File: src/rtl/pipe_pkg.sv
// Shared definitions for the fetch/decode/execute skid stages.
// Latency: n/a (types and constants only).
// Backpressure: n/a.
//
// Holds the occupancy state enum, the RISC-V NOP encoding used to build
// the bubble payload, and a small helper that maps state to entry count.
package pipe_pkg;

    // Occupancy of the two-entry stage. Encoding equals the entry count so
    // the level output is a straight copy, but the helper below keeps the
    // mapping explicit should the encoding ever change.
    typedef enum logic [1:0] {
        EMPTY = 2'd0,
        ONE   = 2'd1,
        TWO   = 2'd2
    } state_e;

    // addi x0, x0, 0 : canonical RISC-V NOP, inserted as the bubble instruction.
    localparam logic [31:0] RV_NOP = 32'h0000_0013;

    localparam int PC_W       = 64;
    localparam int INSN_W     = 32;
    localparam int DEF_PAY_W  = PC_W + INSN_W;

    // Default bubble: PC of zero with a NOP instruction.
    localparam logic [DEF_PAY_W-1:0] DEF_BUBBLE = {{PC_W{1'b0}}, RV_NOP};

    // Number of held entries for a given state.
    function automatic logic [1:0] state_level(input state_e st);
        logic [1:0] lvl;
        case (st)
            EMPTY:   lvl = 2'd0;
            ONE:     lvl = 2'd1;
            TWO:     lvl = 2'd2;
            default: lvl = 2'd0;
        endcase
        return lvl;
    endfunction

endpackage : pipe_pkg

File: src/rtl/pipe_skid_stage.sv
// Two-entry registered skid stage between pipeline stages (MAIN + SKID).
// Latency: 1 cycle in-to-out; full throughput with out_ready held high.
// Backpressure: in_ready decoded from registered state only (low when both entries held).
//
// Ports:
//   clk, rst_n           clock, async active-low reset
//   flush                synchronous discard of all held entries (highest priority)
//   in_valid/in_data     upstream payload, accepted when in_ready is high
//   in_ready             stage can take a payload this cycle
//   out_valid/out_data   downstream payload; out_data is BUBBLE when not valid
//   out_ready            downstream accepts; low stalls the stage
//   level                number of held entries (0..2)
module pipe_skid_stage
    import pipe_pkg::*;
#(
    parameter int                PAY_W  = DEF_PAY_W,
    parameter logic [PAY_W-1:0]  BUBBLE = PAY_W'(DEF_BUBBLE)
) (
    input  logic             clk,
    input  logic             rst_n,
    input  logic             flush,
    input  logic             in_valid,
    input  logic [PAY_W-1:0] in_data,
    output logic             in_ready,
    output logic             out_valid,
    output logic [PAY_W-1:0] out_data,
    input  logic             out_ready,
    output logic [1:0]       level
);

    state_e           state_q;
    state_e           state_d;
    logic [PAY_W-1:0] main_q;
    logic [PAY_W-1:0] skid_q;

    logic in_fire;
    logic out_fire;

    // Datapath controls produced by the output decode.
    logic main_ld_in;    // MAIN takes the incoming payload
    logic main_ld_skid;  // MAIN takes the older payload parked in SKID
    logic skid_ld_in;    // SKID parks the incoming payload behind MAIN

    // ------------------------------------------------------------------
    // State register
    // ------------------------------------------------------------------
    always_ff @(posedge clk or negedge rst_n) begin
        if (!rst_n) begin
            state_q <= EMPTY;
        end else begin
            state_q <= state_d;
        end
    end

    // ------------------------------------------------------------------
    // Next-state logic
    // ------------------------------------------------------------------
    always_comb begin
        state_d = state_q;
        if (flush) begin
            // Flush wins over any simultaneous accept or drain; a payload
            // accepted in the same cycle is dropped along with the rest.
            state_d = EMPTY;
        end else begin
            unique case (state_q)
                EMPTY: begin
                    if (in_fire) begin
                        state_d = ONE;
                    end
                end
                ONE: begin
                    if (in_fire && !out_fire) begin
                        state_d = TWO;
                    end else if (!in_fire && out_fire) begin
                        state_d = EMPTY;
                    end
                end
                TWO: begin
                    // in_ready is low here, so only a drain can happen.
                    if (out_fire) begin
                        state_d = ONE;
                    end
                end
                default: begin
                    state_d = EMPTY;
                end
            endcase
        end
    end

    // ------------------------------------------------------------------
    // Output / control decode
    // ------------------------------------------------------------------
    // in_ready and out_valid depend on registered state alone, so there is
    // no combinational path from out_ready or in_valid to in_ready; this is
    // what lets stages be chained without a long ready chain.
    always_comb begin
        in_ready     = (state_q != TWO);
        out_valid    = (state_q != EMPTY);
        level        = state_level(state_q);

        main_ld_in   = 1'b0;
        main_ld_skid = 1'b0;
        skid_ld_in   = 1'b0;

        if (!flush) begin
            unique case (state_q)
                EMPTY: begin
                    main_ld_in = in_fire;
                end
                ONE: begin
                    // Head leaves and a new payload arrives: it becomes head.
                    // Head stays: the newcomer waits behind it in SKID.
                    main_ld_in = in_fire &&  out_fire;
                    skid_ld_in = in_fire && !out_fire;
                end
                TWO: begin
                    main_ld_skid = out_fire;
                end
                default: begin
                    main_ld_in = 1'b0;
                end
            endcase
        end
    end

    assign in_fire  = in_valid  && in_ready;
    assign out_fire = out_valid && out_ready;

    // Downstream never sees stale MAIN contents while the stage is empty.
    assign out_data = out_valid ? main_q : BUBBLE;

    // ------------------------------------------------------------------
    // Payload registers
    // ------------------------------------------------------------------
    always_ff @(posedge clk or negedge rst_n) begin
        if (!rst_n) begin
            main_q <= BUBBLE;
        end else if (main_ld_skid) begin
            main_q <= skid_q;
        end else if (main_ld_in) begin
            main_q <= in_data;
        end
    end

    // SKID contents only matter in TWO; it is written only when parking.
    always_ff @(posedge clk or negedge rst_n) begin
        if (!rst_n) begin
            skid_q <= BUBBLE;
        end else if (skid_ld_in) begin
            skid_q <= in_data;
        end
    end

endmodule : pipe_skid_stage

File: config.mk
export PLATFORM = sky130hd
export DESIGN_NAME = pipe_skid_stage
export DESIGN_NICKNAME = d
export VERILOG_FILES = /design/src/rtl/pipe_pkg.sv /design/src/rtl/pipe_skid_stage.sv
export SDC_FILE = /design/constraint.sdc
export NUM_CORES = 1
export LEC_CHECK = 0
export CAP_MARGIN = 20
export CORE_ASPECT_RATIO = 2
export CORE_MARGIN = 4
export CORE_UTILIZATION = 44
export DETAILED_ROUTE_END_ITERATION = 10
export GPL_TIMING_DRIVEN = 0
export PLACE_DENSITY = 0.76
export SETUP_SLACK_MARGIN = 0.05
export SYNTH_ARGS = -nofsm -noshare
export SYNTH_HDL_FRONTEND = slang
export SYNTH_SLANG_ARGS = --single-unit
File: constraint.sdc
create_clock -name clk -period 2.65 [get_ports clk]
set_clock_uncertainty 0.2 [all_clocks]
set_input_delay 0.265 -clock clk [delete_from_list [all_inputs] [get_ports clk]]
set_output_delay 0.265 -clock clk [all_outputs]
set_load 0.01 [all_outputs]
==> metrics.cfg, run 1 <==
[pwr]
pwr-share-seq=0.489
power.static_leakage_uw=0.005185
p_switching_uw=2043
clkPwrFrac=0.304
p_int_uw=6112
p_per_area_mw_per_mm2=675.5
peakVddDrop_mv=0.4041
p_sw_frac=0.2505
combPwrFrac=0.207

[synthesis]
yosysUniqueCellTypes=27
syn_inst=636
ys_seq_area_frac=0.5373
yosysMostFrequentCell=mux2_2
synth_top_area_share=0.5198
synth_top_area_cell=dfrtp_1
synthFlopType=dfrtp_1
async_reset_ff_frac=1.000
syn_area_per_cell_sq_um=14.23
syn_area_sq_mm=0.009050
synth-edff-count=0
netlist_top_cells_count=mux2_2, dfrtp_1, and2_1
ys_top_cells_by_area=dfrtp_1, mux2_2, mux2_1
synth-seq-cells=194
synth.net_count=737
synth_warnings=0

[worst_setup_path]
r2r_end=main_q[42]
crit_fanout=10
required_ns=2.18
ff2ff_path_depth=9
start_kind=flip-flop
worstPathCellList=nor2_4, inv_4, clkbuf_2, and2_1, clkdlybuf4s50_1
crit_type=flip-flop to output pin
cpMaxStageDelayCell=clkdlybuf4s50_1
crit_end=out_data[33]
endpoint_kind=output pin
cpPeakStageDelay_ns=0.56
reg2reg_from=state_q[1]
r2r_setup_slack_ns=0.15
critical_path.startpoint=state_q[0]
worstPathArrival_ns=2.04

[timing]
post-route-period-util=0.9464
rsz0062_at_grt=false
period_needed_ns=2.508
fin_ws_ns=0.1420
slew_violations=0
worstMarginPinSlew_ns=0.7315
finalSetupViolCount=0
fmax_mhz=398.7
tns_ns=0
hold_viol=0
relSlewSlack=0.5124

[drt]
viasPerCell=4.977
first_pass_iters=4
drt-total-wl_um=20250
first_iter_violations=129
wire_per_inst_um=17.72
via_count=5689
ant_nets=0
drc=0

[placement]
post-place-cells=1103
place.gp.congestion=0.7771
detailedPlace.worstSlack_ns=-0.3689
dpl_cell_area_sq_mm=0.01142
dp.final_hpwl_um=14800
port_buffers=200

[global_route]
grt_max_degree=102
grt_usage=0.1838
grt_pass1_vias=6288
grt_pass1_wl_um=32530
grt.overflow.total=0
antenna_found_initial=2

[floorplanning]
ios=201
core-area_sq_mm=0.02037
fp-row-count=74
die_area_sq_mm=0.02307
die_y_um=210.8
start_util=0.4443
die_w_um=109.4

[layout]
fin_area_sq_mm=0.01207
nFillCells=1698
final_nets=963
regArea_sq_mm=0.004863
multiInputGateArea_sq_mm=0.003971
drive_gt1_frac=0.3497
final_cells=1143
syn_to_final_growth_pct=33.40

[clocking]
root_buffer=clkbuf_16
cts_tree=built
cts_made_buffers=17
htreeDepth=4
worstSkewPairLatency_ns=0.43
cts.clk_slew.worst_paths_ns=0.07
clockBufferDepth=2
cts_sinks=194

[status]
status=completed

[min_path]
worstHoldPathType=input pin to async pin

[flow_run]
max_cap_viol_count=0

[logic make-up (layout without fill, tap and decap cells)]
family / count (synthesis) / in the layout / share of synthesized area
flip-flops: 194 / 194 / 0.5373
buffers and inverters: 42 / 281 / 0.02558
other: 0 / 2 / 0
AND/OR/NAND/NOR: 107 / 107 / 0.07535
multiplexers: 288 / 288 / 0.3584
AO/OA/AOI/OAI: 5 / 5 / 0.003456
[worst max-delay path, delay by kind of cell (launching register included)]
family / cells / cell delay [ns]
buffers and inverters: 3 / 0.92
flip-flops: 1 / 0.43
AND/OR/NAND/NOR: 2 / 0.27
[sequential cells by signal, indices dropped and copies added, names as in the netlist]
signal	count
main_q	96
state_q	2
skid_q	96
[through the flow]
step / total power, uW / util / hold WS (ns)
after floorplan: 4943 / - / -0.2306
after global placement: 5700 / 0.5589 / 0.2585
after detailed placement: 5773 / 0.5605 / 0.1271
after CTS: 8277 / 0.5916 / 0.2503
after global routing: 8584 / 0.5927 / 0.2689
final: 8155 / 0.5927 / 0.2074
[worst min-delay path by stage]
stage,endpoint,from,cells past startpoint
after floorplan,main_q[10],rst_n,0
after global placement,main_q[45],main_q[45],1
after detailed placement,main_q[12],rst_n,1
after CTS,main_q[12],rst_n,2
after global routing,skid_q[40],in_data[40],2
final,main_q[12],rst_n,2
[layout by cell type (no fill, tap or decap), types with 2 or more instances in the layout]
cell	n
clkbuf_4	6
clkbuf_1	2
nor2b_1	2
dfstp_2	6
clkinv_4	3
clkinv_2	4
clkbuf_2	5
clkbuf_16	18
mux2_2	217
buf_6	5
clkdlybuf4s50_1	169
a21oi_1	2
buf_2	20
dfrtp_1	187
inv_6	3
dlygate4sd2_1	30
clkbuf_8	2
and2_1	93
nand2b_1	3
mux2_1	71
diode_2	2
buf_4	6
[power by group through the flow]
| stage | clock network [uW] | logic (uW) | registers, uW |
|---|---|---|---|
| after global routing | 2650 | 1860 | 4070 |
| final | 2480 | 1690 | 3990 |
| after floorplan | 0 | 1010 | 3940 |
| after detailed placement | 0 | 1730 | 4040 |
| after CTS | 2560 | 1730 | 3990 |
| after global placement | 0 | 1690 | 4010 |
[metal layers]
metal / track usage / up-vias / routed length, um
met4: 0.07361 / 0 / 523
li1: - / 2662 / -
met2: 0.3412 / 135 / 11450
met1: 0.1987 / 2867 / 7431
met5: 0 / - / 0
met3: 0.03671 / 25 / 847
[timing repair]
action	CTS	global route
buffers inserted	3	2
endpoints found under the hold margin	93	0
resized for setup	53	2
hold buffers	1	0
pin swaps	0	1
setup endpoints to repair	97	50
[cell type report]
cell class,instances,share of cell area
antenna,2,0.0004146
buffer,40,0.02239
clock buffer,21,0.03814
clock inverter,11,0.008498
inverter,2,0.0008291
multi-input combinational,400,0.3289
sequential,194,0.4028
tap,266,0.02757
timing repair buffer,207,0.1704
(Power assumes the default switching activity.)
==> run 2, diff against run 1 <==
CTS_CLUSTER_DIAMETER = 80   (was unset)
RECOVER_POWER = 100   (was unset)
==> run 2 against run 1 <==
Register-to-register slack worse by 0.02 ns. Power down 0.16%. Cell area down 0.26%. Critical endpoint unchanged. Highest routed layer unchanged.
==> metrics.cfg, run 2 (synthesis gave the netlist of run 1 again) <==
[layout]
layout_commonest_cell=mux2_2
syn_to_final_growth_pct=33.06
fin_area_sq_mm=0.01204
final_nets=963
post-route-util=0.5912
reg.largest.list=main_q: 96 flops, skid_q: 96 flops, state_q: 2 flops
layout_common_cells=mux2_2, dfrtp_1, clkdlybuf4s50_1
drive_gt1_frac=0.3429
nFillCells=1705

[timing]
finalSetupViolCount=0
fmax_mhz=393.4
hold_viol=0
period_needed_ns=2.542
slew_violations=0
relSlewSlack=0.1282
post-route-period-util=0.9592
rsz0062_at_grt=false
tns_ns=0
worstMarginPinSlew_ns=1.308

[pwr]
p_sw_frac=0.2513
p_int_uw=6096
p_switching_uw=2046
p_per_area_mw_per_mm2=676.2
peakVddDrop_mv=0.4035
pwr-share-seq=0.490
power.static_leakage_uw=0.005147
clkPwrFrac=0.305
combPwrFrac=0.206

[placement]
place.gp.congestion=0.7771
dp.final_hpwl_um=14800
dpl_cell_area_sq_mm=0.01142
port_buffers=200

[floorplanning]
die_area_sq_mm=0.02307
fp-row-count=74
start_util=0.4443
ios=201
die_w_um=109.4
die_y_um=210.8
core-area_sq_mm=0.02037

[global_route]
grt_max_degree=102
grt_pass1_vias=6288
antenna_found_initial=2
grt.overflow.total=0
grt_pass1_wl_um=32530
grt_usage=0.1838

[drt]
first_iter_violations=130
drc=0
viasPerCell=4.990
drt-total-wl_um=20280
ant_nets=0
wire_per_inst_um=17.74
via_count=5704
first_pass_iters=4

[worst_setup_path]
endpoint_kind=output pin
start_kind=flip-flop
crit_type=flip-flop to output pin
cpMaxStageDelayCell=clkdlybuf4s50_1
cp_top_family=buffers and inverters
cp.buffers_inverters=3
worstPathCellList=nor2_4, inv_4, clkbuf_2, and2_0, clkdlybuf4s50_1
crit_fanout=10
cpPeakStageDelay_ns=0.57
worstPathArrival_ns=2.08
required_ns=2.18

[clocking]
worstSkewPairLatency_ns=0.43
cts_tree=built
cts.clk_slew.worst_paths_ns=0.07
cts_made_buffers=17
cts_sinks=194
root_buffer=clkbuf_16
clockBufferDepth=2
htreeDepth=4

[min_path]
worstHoldPathType=input pin to flip-flop

[status]
status=completed

[flow_run]
max_cap_viol_count=0

==> run 2: changes by cell type in the layout (fill, tap and decap cells not counted), sizes merged <==
cell,previous run,this run
buf,35,20
clkbuf,33,48
clkdlybuf4s50,169,159
dlygate4sd3,1,11
==> run 2: final cells by class <==
cell class	instances	area (sq um)	share of cell area
Timing Repair Buffer	207	2046	0.1699
Buffer	40	250.2	0.02078
Sequential cell	194	4863	0.4039
Tap cell	266	332.8	0.02764
Multi-Input combinational cell	400	3971	0.3298
Inverter	2	10.01	0.0008313
Antenna cell	2	5.005	0.0004156
Clock buffer	21	460.4	0.03824
Clock inverter	11	102.6	0.008520
==> run 2: path summary, 6_finish.rpt <==
path / slack, ns / end / depth (start not counted) / start
max: 0.11 / out_data[33] / 5 / state_q[0]
min: 0.27 / skid_q[0] / 2 / in_data[0]
max reg2reg: 0.13 / main_q[27] / 9 / state_q[1]
min reg2reg: 0.28 / main_q[49] / 1 / main_q[49]
max in group asynchronous: 0.67 / main_q[95] / 3 / rst_n
min in group asynchronous: 0.45 / main_q[12] / 2 / rst_n
==> run 2: routing by layer <==
metal / wire length, um / track usage / part of all wire / vias to the layer above
li1: - / - / - / 2667
met1: 7400 / 0.1987 / 0.36 / 2875
met2: 11460 / 0.3412 / 0.57 / 138
met3: 894 / 0.03671 / 0.044 / 24
met4: 520 / 0.07361 / 0.026 / 0
met5: 0 / 0 / 0 / -
==> run 2: stage by stage <==
| stage | worst slack, ns | hold WS, ns | instances | total power [uW] |
|---|---|---|---|---|
| after floorplan | 0.4788 | -0.2306 | 636 | 4943 |
| after global placement | -7.104 | 0.2585 | 1102 | 5700 |
| after detailed placement | -0.3689 | 0.1271 | 1103 | 5773 |
| after CTS | 0.02758 | 0.2503 | 1139 | 8277 |
| after global routing | 0.02497 | 0.2689 | 1143 | 8569 |
| final | 0.1082 | 0.2715 | 1143 | 8142 |
==> run 2: worst reg2reg max path, delay by kind of cell, from the launching register on <==
family                 cells  cell delay, ns
buffers and inverters      5            0.76
muxes                      2            0.64
DFF                        1            0.42
and+or+nand+nor            2            0.38
==> run 2: power groups by stage <==
stage          registers, uW  logic [uW]  clock network, uW
6_report                3990        1680               2480
2_1_floorplan           3940        1010                  0
4_1_cts                 3990        1730               2560
5_1_grt                 4080        1840               2650
3_5_place_dp            4040        1730                  0
3_3_place_gp            4010        1690                  0
==> run 2: what timing repair did <==
item / in CTS / in global routing
endpoints found under the setup margin: 97 / 50
buffers inserted: 3 / 2
hold buffers: 1 / 0
endpoints found under the hold margin: 93 / 0
pin swaps: 0 / 1
gates resized for setup: 53 / 2
cloned: 0 / 0
==> run 3, diff against run 2 <==
--- a/constraint.sdc
+++ b/constraint.sdc
@@ -4,2 +4,2 @@
 set_output_delay 0.265 -clock clk [all_outputs]
-set_load 0.01 [all_outputs]
+set_load 0.05 [all_outputs]
==> run 3 against run 2 <==
Core utilization shrank 1.7 points. Global-route usage shrank 0.14 points. Combinational power grew 24%. Worst setup slack gained 0.019 ns. First-iteration DRC count shrank 17%. Power grew 4.8%. Final cell count shrank 0.35%. Sequential cell count is the same. Worst hold slack lost 0.00085 ns. Largest power group unchanged.
==> metrics.cfg, run 3 (synthesis gave the netlist of run 1 again) <==
[layout]
final_nets=959
syn_to_final_growth_pct=29.19
layout_commonest_cell=mux2_2
drive_gt1_frac=0.4294
post-route-util=0.5740
reg.largest.list=main_q: 96 flops, skid_q: 96 flops, state_q: 2 flops
final_cells=1139
layout_common_cells=mux2_2, dfrtp_1, clkdlybuf4s50_1

[clocking]
clockBufferDepth=2
cts_tree=built
worstSkewPairLatency_ns=0.42
htreeDepth=4
cts_sinks=194
root_buffer=clkbuf_16
cts.clk_slew.worst_paths_ns=0.07
cts_made_buffers=17

[drt]
drt-total-wl_um=20280
drc=0
first_iter_violations=108
ant_nets=0
viasPerCell=4.985
via_count=5678
first_pass_iters=4
wire_per_inst_um=17.81

[worst_setup_path]
endpoint_kind=output pin
reg2reg_from=state_q[1]
start_kind=flip-flop
worstPathArrival_ns=2.06
cpMaxStageDelayCell=dlygate4sd2_1
required_ns=2.18
worstPathCellList=nor2_1, inv_2, buf_4, nand2b_1, dlygate4sd2_1
ff2ff_path_depth=7
crit_type=flip-flop to output pin
crit_fanout=10
r2r_end=main_q[27]
cp.buffers_inverters=3
cpPeakStageDelay_ns=0.53
r2r_setup_slack_ns=0.13
cp_top_family=buffers and inverters

[min_path]
min-delay-start=in_data[0]
worstHoldPathType=input pin to flip-flop
holdPathEnd=skid_q[0]
whs_path_depth=2

[global_route]
grt_max_degree=102
grt.overflow.total=0
grt_pass1_wl_um=32340
antenna_found_initial=2
grt_usage=0.1824
grt_pass1_vias=6260

[timing]
relSlewSlack=0.1198
hold_viol=0
worstMarginPinSlew_ns=1.320
period_needed_ns=2.523
slew_violations=0
fmax_mhz=396.3
post-route-period-util=0.9521
rsz0062_at_grt=true
finalSetupViolCount=0

[floorplanning]
fp-row-count=74
die_y_um=210.8
ios=201
die_w_um=109.4
start_util=0.4443
die_area_sq_mm=0.02307
core-area_sq_mm=0.02037

[placement]
post-place-cells=1103
place.gp.congestion=0.7771
port_buffers=200
dp.final_hpwl_um=14800

[pwr]
p_per_area_mw_per_mm2=730.2
power.static_leakage_uw=0.005047
peakVddDrop_mv=0.4242

[status]
status=completed

[flow_run]
max_cap_viol_count=0

-- run 3: what timing repair did --
item                       CTS  global route
setup endpoints to repair   97           116
pin swaps                    0             1
hold endpoints to repair    93             0
setup buffers                0             1
gates resized for setup    303            69
hold buffers                 1             0
-- run 3: per-stage QoR --
stage          total power [uW]  instance area (sq um)  setup slack [ns]  TNS [ns]  hold slack (ns)
2_1_floorplan              5450                   9050            0.1300         0          -0.2306
3_3_place_gp               6205                  11380            -7.104  -1383.54           0.2585
3_5_place_dp               6279                  11420           -0.6361    -26.58           0.1271
4_1_cts                    8700                  11880          -0.06914  -0.06914           0.2503
5_1_grt                    8967                  11690           0.01704         0           0.2703
6_report                   8537                  11690            0.1269         0           0.2706
-- run 3: routing by layer --
layer / share of wire / vias to the layer above / GRT usage
li1: - / 2653 / -
met1: 0.37 / 2872 / 0.1968
met2: 0.56 / 127 / 0.3380
met3: 0.042 / 26 / 0.03793
met4: 0.026 / 0 / 0.07275
met5: 0 / - / 0
-- run 3: worst max path at each step --
stage	startpoint	depth (start not counted)	endpoint	slack (ns)
global placement	rst_n	1	main_q[58]	-7.10
global route	state_q[1]	7	main_q[29]	0.02
CTS	state_q[1]	6	out_data[75]	-0.07
floorplan	state_q[0]	7	main_q[57]	0.13
detailed placement	state_q[0]	6	out_data[75]	-0.64
finish	state_q[0]	5	out_data[4]	0.13
-- run 3: cell type report --
| type | count | area (sq um) |
|---|---|---|
| Fill cell | 1764 | 8678 |
| Timing Repair Buffer | 203 | 1730 |
| Buffer | 40 | 231.5 |
| Clock buffer | 21 | 460.4 |
| Clock inverter | 11 | 102.6 |
| Antenna cell | 2 | 5.005 |
| Tap cell | 266 | 332.8 |
| Multi-Input combinational cell | 400 | 3958 |
| Inverter | 2 | 7.507 |
| Sequential cell | 194 | 4863 |
-- run 3: power breakdown --
part           internal, uW  switching [uW]
logic                   956            1120
clock network          1350            1120
registers              3680             304
